$ cat src/rtl/div_pkg.sv
`default_nettype none
// +----------------------------------------------------------------------+
// | div_pkg : constants and state encoding shared by the divider family |
// | rev 1.0                                                             |
// +----------------------------------------------------------------------+
package div_pkg;

  localparam int DEFAULT_WIDTH = 32;
  localparam int DIV_MIN       = 2;

  typedef enum logic [1:0] {
    MON_IDLE    = 2'd0,
    MON_ARM     = 2'd1,
    MON_MEASURE = 2'd2
  } mon_state_e;

endpackage
`default_nettype wire

$ cat src/rtl/div_clk_monitor_if.sv
`default_nettype none
// +----------------------------------------------------------------------+
// | div_clk_monitor_if : control and status bundle of the clock monitor |
// | rev 1.0                                                             |
// +----------------------------------------------------------------------+
interface div_clk_monitor_if
  import div_pkg::*;
#(
  parameter int WIDTH = DEFAULT_WIDTH
);
  logic             div_clk;
  logic [WIDTH-1:0] expected;
  logic             start;
  logic             stop;
  logic             tick;
  logic [WIDTH-1:0] period;
  logic             period_valid;
  logic             mismatch;
  logic             timeout;
  logic             bad_cfg;
  logic             busy;

  modport master (
    output div_clk, expected, start, stop,
    input  tick, period, period_valid, mismatch, timeout, bad_cfg, busy
  );

  modport slave (
    input  div_clk, expected, start, stop,
    output tick, period, period_valid, mismatch, timeout, bad_cfg, busy
  );
endinterface
`default_nettype wire

$ cat src/rtl/div_clk_monitor_sync_edge_det.sv
`default_nettype none
// +----------------------------------------------------------------------+
// | sync_edge_det : multi-flop synchronizer with rising-edge detector    |
// | rev 1.0                                                             |
// +----------------------------------------------------------------------+
module sync_edge_det #(
  parameter int SYNC_STAGES = 2
) (
  input  wire logic clk,
  input  wire logic reset,
  input  wire logic d_i,
  output logic      rise_o
);

  logic [SYNC_STAGES-1:0] sync_q;
  logic                   edge_q;

  always_ff @(posedge clk or posedge reset) begin
    if (reset) begin
      sync_q <= '0;
      edge_q <= 1'b0;
    end else begin
      sync_q <= {sync_q[SYNC_STAGES-2:0], d_i};
      edge_q <= sync_q[SYNC_STAGES-1];
    end
  end

  assign rise_o = sync_q[SYNC_STAGES-1] & ~edge_q;

endmodule
`default_nettype wire

$ cat src/rtl/div_clk_monitor.sv
`default_nettype none
// +----------------------------------------------------------------------+
// | div_clk_monitor : divided-clock tick generator and period checker   |
// | rev 1.0                                                             |
// +----------------------------------------------------------------------+
module div_clk_monitor
  import div_pkg::*;
#(
  parameter int WIDTH       = DEFAULT_WIDTH,
  parameter int SYNC_STAGES = 2
) (
  input  wire logic        clk,
  input  wire logic        reset,
  div_clk_monitor_if.slave mon
);

  mon_state_e       state_q, state_d;
  logic [WIDTH:0]   cnt_q, cnt_d;
  logic [WIDTH:0]   cnt_inc;
  logic [WIDTH-1:0] exp_q, exp_d;
  logic [WIDTH-1:0] period_q, period_d;
  logic             tick_q, tick_d;
  logic             pv_q, pv_d;
  logic             mm_q, mm_d;
  logic             to_q, to_d;
  logic             bad_q, bad_d;
  logic             busy_q, busy_d;
  logic             rise;
  logic             cfg_ok;
  logic             limit_hit;

  sync_edge_det #(
    .SYNC_STAGES (SYNC_STAGES)
  ) u_sync (
    .clk    (clk),
    .reset  (reset),
    .d_i    (mon.div_clk),
    .rise_o (rise)
  );

  assign cfg_ok    = (mon.expected >= WIDTH'(DIV_MIN));
  // Saturating increment; the timeout limit is always reached first.
  assign cnt_inc   = (&cnt_q) ? cnt_q : cnt_q + 1'b1;
  assign limit_hit = (cnt_inc == {exp_q, 1'b0});

  always_comb begin
    state_d  = state_q;
    cnt_d    = cnt_q;
    exp_d    = exp_q;
    period_d = period_q;
    pv_d     = 1'b0;
    mm_d     = mm_q;
    to_d     = to_q;
    bad_d    = 1'b0;
    tick_d   = rise && (state_q != MON_IDLE);

    if (mon.stop) begin
      state_d = MON_IDLE;
      cnt_d   = '0;
    end else if (mon.start && cfg_ok) begin
      state_d = MON_ARM;
      exp_d   = mon.expected;
      mm_d    = 1'b0;
      to_d    = 1'b0;
      cnt_d   = '0;
    end else begin
      bad_d = mon.start;
      unique case (state_q)
        MON_ARM, MON_MEASURE: begin
          if (limit_hit) begin
            to_d    = 1'b1;
            state_d = MON_IDLE;
            cnt_d   = '0;
          end else if (rise) begin
            if (state_q == MON_MEASURE) begin
              period_d = cnt_q[WIDTH-1:0];
              pv_d     = 1'b1;
              if (cnt_q != {1'b0, exp_q}) mm_d = 1'b1;
            end
            state_d = MON_MEASURE;
            cnt_d   = {{WIDTH{1'b0}}, 1'b1};
          end else begin
            cnt_d = cnt_inc;
          end
        end
        default: cnt_d = '0;
      endcase
    end

    busy_d = (state_d != MON_IDLE);
  end

  always_ff @(posedge clk or posedge reset) begin
    if (reset) begin
      state_q  <= MON_IDLE;
      cnt_q    <= '0;
      exp_q    <= '0;
      period_q <= '0;
      tick_q   <= 1'b0;
      pv_q     <= 1'b0;
      mm_q     <= 1'b0;
      to_q     <= 1'b0;
      bad_q    <= 1'b0;
      busy_q   <= 1'b0;
    end else begin
      state_q  <= state_d;
      cnt_q    <= cnt_d;
      exp_q    <= exp_d;
      period_q <= period_d;
      tick_q   <= tick_d;
      pv_q     <= pv_d;
      mm_q     <= mm_d;
      to_q     <= to_d;
      bad_q    <= bad_d;
      busy_q   <= busy_d;
    end
  end

  assign mon.tick         = tick_q;
  assign mon.period       = period_q;
  assign mon.period_valid = pv_q;
  assign mon.mismatch     = mm_q;
  assign mon.timeout      = to_q;
  assign mon.bad_cfg      = bad_q;
  assign mon.busy         = busy_q;

endmodule
`default_nettype wire

$ cat src/flat_wrapper.sv
// flat-port wrapper written by rule: the top's interface ports become plain ports
module div_clk_monitor_flat import div_pkg::*;
#(
  parameter int WIDTH       = DEFAULT_WIDTH,
  parameter int SYNC_STAGES = 2
)
  (clk, reset, mon_div_clk, mon_expected, mon_start, mon_stop, mon_tick, mon_period, mon_period_valid, mon_mismatch, mon_timeout, mon_bad_cfg, mon_busy);
  div_clk_monitor_if #(.WIDTH(WIDTH)) mon_i ();
  input  wire logic clk;
  input  wire logic reset;
  input wire logic [$bits(mon_i.div_clk)-1:0] mon_div_clk;
  input wire logic [$bits(mon_i.expected)-1:0] mon_expected;
  input wire logic [$bits(mon_i.start)-1:0] mon_start;
  input wire logic [$bits(mon_i.stop)-1:0] mon_stop;
  output wire logic [$bits(mon_i.tick)-1:0] mon_tick;
  output wire logic [$bits(mon_i.period)-1:0] mon_period;
  output wire logic [$bits(mon_i.period_valid)-1:0] mon_period_valid;
  output wire logic [$bits(mon_i.mismatch)-1:0] mon_mismatch;
  output wire logic [$bits(mon_i.timeout)-1:0] mon_timeout;
  output wire logic [$bits(mon_i.bad_cfg)-1:0] mon_bad_cfg;
  output wire logic [$bits(mon_i.busy)-1:0] mon_busy;
  assign mon_i.div_clk = mon_div_clk;
  assign mon_i.expected = mon_expected;
  assign mon_i.start = mon_start;
  assign mon_i.stop = mon_stop;
  assign mon_tick = mon_i.tick;
  assign mon_period = mon_i.period;
  assign mon_period_valid = mon_i.period_valid;
  assign mon_mismatch = mon_i.mismatch;
  assign mon_timeout = mon_i.timeout;
  assign mon_bad_cfg = mon_i.bad_cfg;
  assign mon_busy = mon_i.busy;
  div_clk_monitor #(.WIDTH(WIDTH), .SYNC_STAGES(SYNC_STAGES)) u_core (.clk(clk), .reset(reset), .mon(mon_i));
endmodule
$ cat config.mk
export PLATFORM = sky130hd
export DESIGN_NAME = div_clk_monitor_flat
export DESIGN_NICKNAME = d
export VERILOG_FILES = /design/src/rtl/div_pkg.sv /design/src/rtl/div_clk_monitor_if.sv /design/src/rtl/div_clk_monitor_sync_edge_det.sv /design/src/rtl/div_clk_monitor.sv /design/src/flat_wrapper.sv
export SDC_FILE = /design/constraint.sdc
export NUM_CORES = 1
export LEC_CHECK = 0
export CORE_MARGIN = 10
export CORE_UTILIZATION = 55
export CTS_BUF_LIST = sky130_fd_sc_hd__clkbuf_4
export CTS_CLUSTER_DIAMETER = 200
export DETAILED_ROUTE_END_ITERATION = 8
export PLACE_DENSITY = 0.76
export SETUP_SLACK_MARGIN = 0.05
export SLEW_MARGIN = 20
export SYNTH_ARGS = -nofsm -noshare
export SYNTH_HDL_FRONTEND = slang
export SYNTH_SLANG_ARGS = --single-unit
$ cat constraint.sdc
create_clock -name clk -period 7.95 [get_ports clk]
set_input_delay 1.59 -clock clk [delete_from_list [all_inputs] [get_ports clk]]
set_output_delay 1.59 -clock clk [all_outputs]
set_load 0.01 [all_outputs]
==> metrics.txt <==
Via Count=5449; post-synth top area cell=dfrtp_1; Num CTS Buffers=9; number of remaining DRC errors=0; Port Buffer Count=74; synthesis-to-finish area growth=12.70%; status=complete, no violations; share of cells above drive strength 1=15.06%; global route total overflow=0; Max transition margin=46.16%; largest net degree at the start of global routing=59; first-pass GRT wire length=32.04 mm; Pins Over Slew Limit=0; die extent in y=130.2 um; most frequent cells in the layout=dfrtp_1 (108), clkdlybuf4s50_1 (74), xor2_1 (49); f_max=0.2062 GHz; # resized after CTS=0; CTS tree=built; sequential share of the synthesized area=40.47%; Synth Flop Type=dfrtp_1; htree depth=3; # nets final=719; Clock Skew=0.01800 ns; Routed WL=20.45 mm; Worst-path clk slew=0.18 ns; io pins=75; most common cell after layout, fill and taps aside=dfrtp_1; initial antenna violation count=0; Yosys warning total=0; Cells after Synth=644; DIE AREA=16950 um2; remaining antenna violation count after routing=0; distinct cell type count after synthesis=68; Crit Path Class=reg -> reg; Worst Setup End Kind=flop; Startpoint Class=flop; Final setup violation count=0; ys async rst share=100.0%; row count=40; hold buffers post-CTS=0; # diodes=0; EDFF count, synth=0; Max IR drop VDD=138.0 uV; min Tclk post-route=4.849 ns; met3 routed WL=1.848 mm; DP HPWL=15.55 mm; Hold EP=u_core.u_sync.sync_q[1]$_DFF_PP0_; clock sink count=108; top routing layer used=met4; hold path startpoint=u_core.u_sync.sync_q[0]$_DFF_PP0_; Tcrit/Tclk final=61.00%; # fillers=975; Final GP Congestion=0.9428; final hold viol count=0; post-synth top area share=40.47%; Core Region=11960 um2; post-CTS setup buffer count=0; DR WL/cell=24.61 um; pwr/cell area=141.7 nW/um2; Yosys reg bits=108; Hold Crit Class=reg -> reg; CTS Root Cell=clkbuf_4; drt via density=6.557; Initial Util=55.83%; initial drt markers=500; RSZ-0062 raised after global routing=no; CP required=8.35 ns; Max clock buf depth=2; max-cap viol count=0; width of the die=130.2 um; TritonRoute pass-1 iters=5; DRT met1 WL=8.740 mm; worst-case reg-to-reg path depth=10; r2r startpoint=u_core.cnt_q[0]$_DFF_PP0_; hold path cells=0; R2R Setup Slk=3.10 ns; met2 wire length=9.237 mm; Synth area leaders=dfrtp_1 (40%), mux2_4 (6.5%), xor2_1 (6.4%); GR Util All Layers=24.80%; worst slew pin tran=0.8017 ns; Clk Latency, worst-skew pair=0.51 ns; dpl ws=3.068 ns; Leak=2.945 nW; CP arrival=5.25 ns; worst r2r dst=u_core.mon.period[12]$_DFFE_PP0P_; vias in the first global route=5496; TNS Setup=0 ns; syn nets=684; Synth Area per Inst=10.37 um2; area of the mapped netlist=6678 um2; Final WS setup=3.101 ns; CP max FO=33
## area by class of cell
type / instances / area (um2) / area share [%]
Sequential cell: 108 / 2703 / 35.91
Clock inverter: 7 / 67.56 / 0.8978
Tap cell: 147 / 183.9 / 2.444
Multi-Input combinational cell: 474 / 3701 / 49.18
Inverter: 8 / 32.53 / 0.4323
Timing Repair Buffer: 78 / 770.7 / 10.24
Clock buffer: 9 / 67.56 / 0.8978
## flip-flops by register name (all words and copies together) (netlist names)
| register | flops |
|---|---|
| u_core.cnt_q | 33 |
| u_core.mon.busy | 1 |
| u_core.state_q | 2 |
| u_core.mon.bad_cfg | 1 |
| u_core.mon.timeout | 1 |
| u_core.mon.mismatch | 1 |
| u_core.mon.period_valid | 1 |
| u_core.mon.period | 32 |
| u_core.u_sync.sync_q | 2 |
| u_core.exp_q | 32 |
| u_core.u_sync.edge_q | 1 |
| u_core.mon.tick | 1 |
## cells in the mapped netlist (all sizes together) (7+ instances only)
library cell / count
dfrtp: 108
mux2: 66
xor2: 49
nor3: 43
xnor2: 43
nand2: 36
buf: 30
nor2: 30
nor4: 28
nand4: 25
clkbuf: 24
nand3: 23
a21oi: 10
and3: 9
inv: 8
nand2b: 8
a2111oi: 7
and4: 7
## power by group
part	switching, mW	internal [mW]
combinational	0.0786	0.0839
sequential	0.0507	0.576
clock	0.205	0.0724
total	0.334	0.733
## cell families (layout without fill, tap and decap cells)
logic type / Yosys count / count (layout) / share of synthesized area [%]
flops: 108 / 108 / 40.47
buf+inv: 62 / 102 / 4.403
simple gates: 247 / 247 / 21.36
mux: 71 / 71 / 13.51
xor+xnor: 92 / 92 / 12.07
fa+ha+maj: 3 / 3 / 0.5622
compound gates: 61 / 61 / 7.626
## critical path: stages, from the launching register on
cell,delay (ns)
dfrtp_1,0.56
ha_1,0.36
and2_1,0.25
nand3_1,0.48
nor4_4,0.79
nor3b_1,0.12
or4_1,0.55
nor4_1,0.26
nand4b_1,0.27
o31a_4,0.64
mux2_1,0.40
## metrics by stage
step                instance area (um2)  utilization, %  power (mW)  hold slack (ns)  std cells
global placement                   7383           61.73      0.7930           0.3342        815
detailed placement                 7383           61.73      0.7973           0.3428        815
CTS                                7518           62.86       1.071           0.3812        831
global route                       7526           62.92       1.116           0.3860        831
finish                             7526           62.92       1.067           0.3760        831
floorplan                          6678               -      0.7274           0.3312        644
## layer usage
metal	vias up	global-route usage (%)
met2	289	37.66
met4	0	8.796
li1	2425	-
met3	37	7.018
met1	2698	33.10
met5	-	0
## how the worst max path moves through the flow
stage	cells past startpoint	slack, ns	endpoint	startpoint
2_1_floorplan	1	3.51	u_core.cnt_q[0]$_DFF_PP0_	reset
3_3_place_gp	10	3.18	u_core.mon.period[12]$_DFFE_PP0P_	u_core.cnt_q[0]$_DFF_PP0_
3_5_place_dp	10	3.07	u_core.mon.period[12]$_DFFE_PP0P_	u_core.cnt_q[0]$_DFF_PP0_
4_1_cts	10	3.01	u_core.mon.period[12]$_DFFE_PP0P_	u_core.cnt_q[0]$_DFF_PP0_
5_1_grt	10	2.88	u_core.mon.period[12]$_DFFE_PP0P_	u_core.cnt_q[0]$_DFF_PP0_
6_report	10	3.10	u_core.mon.period[12]$_DFFE_PP0P_	u_core.cnt_q[0]$_DFF_PP0_
No activity file was read; power rests on OpenSTA's default activity.
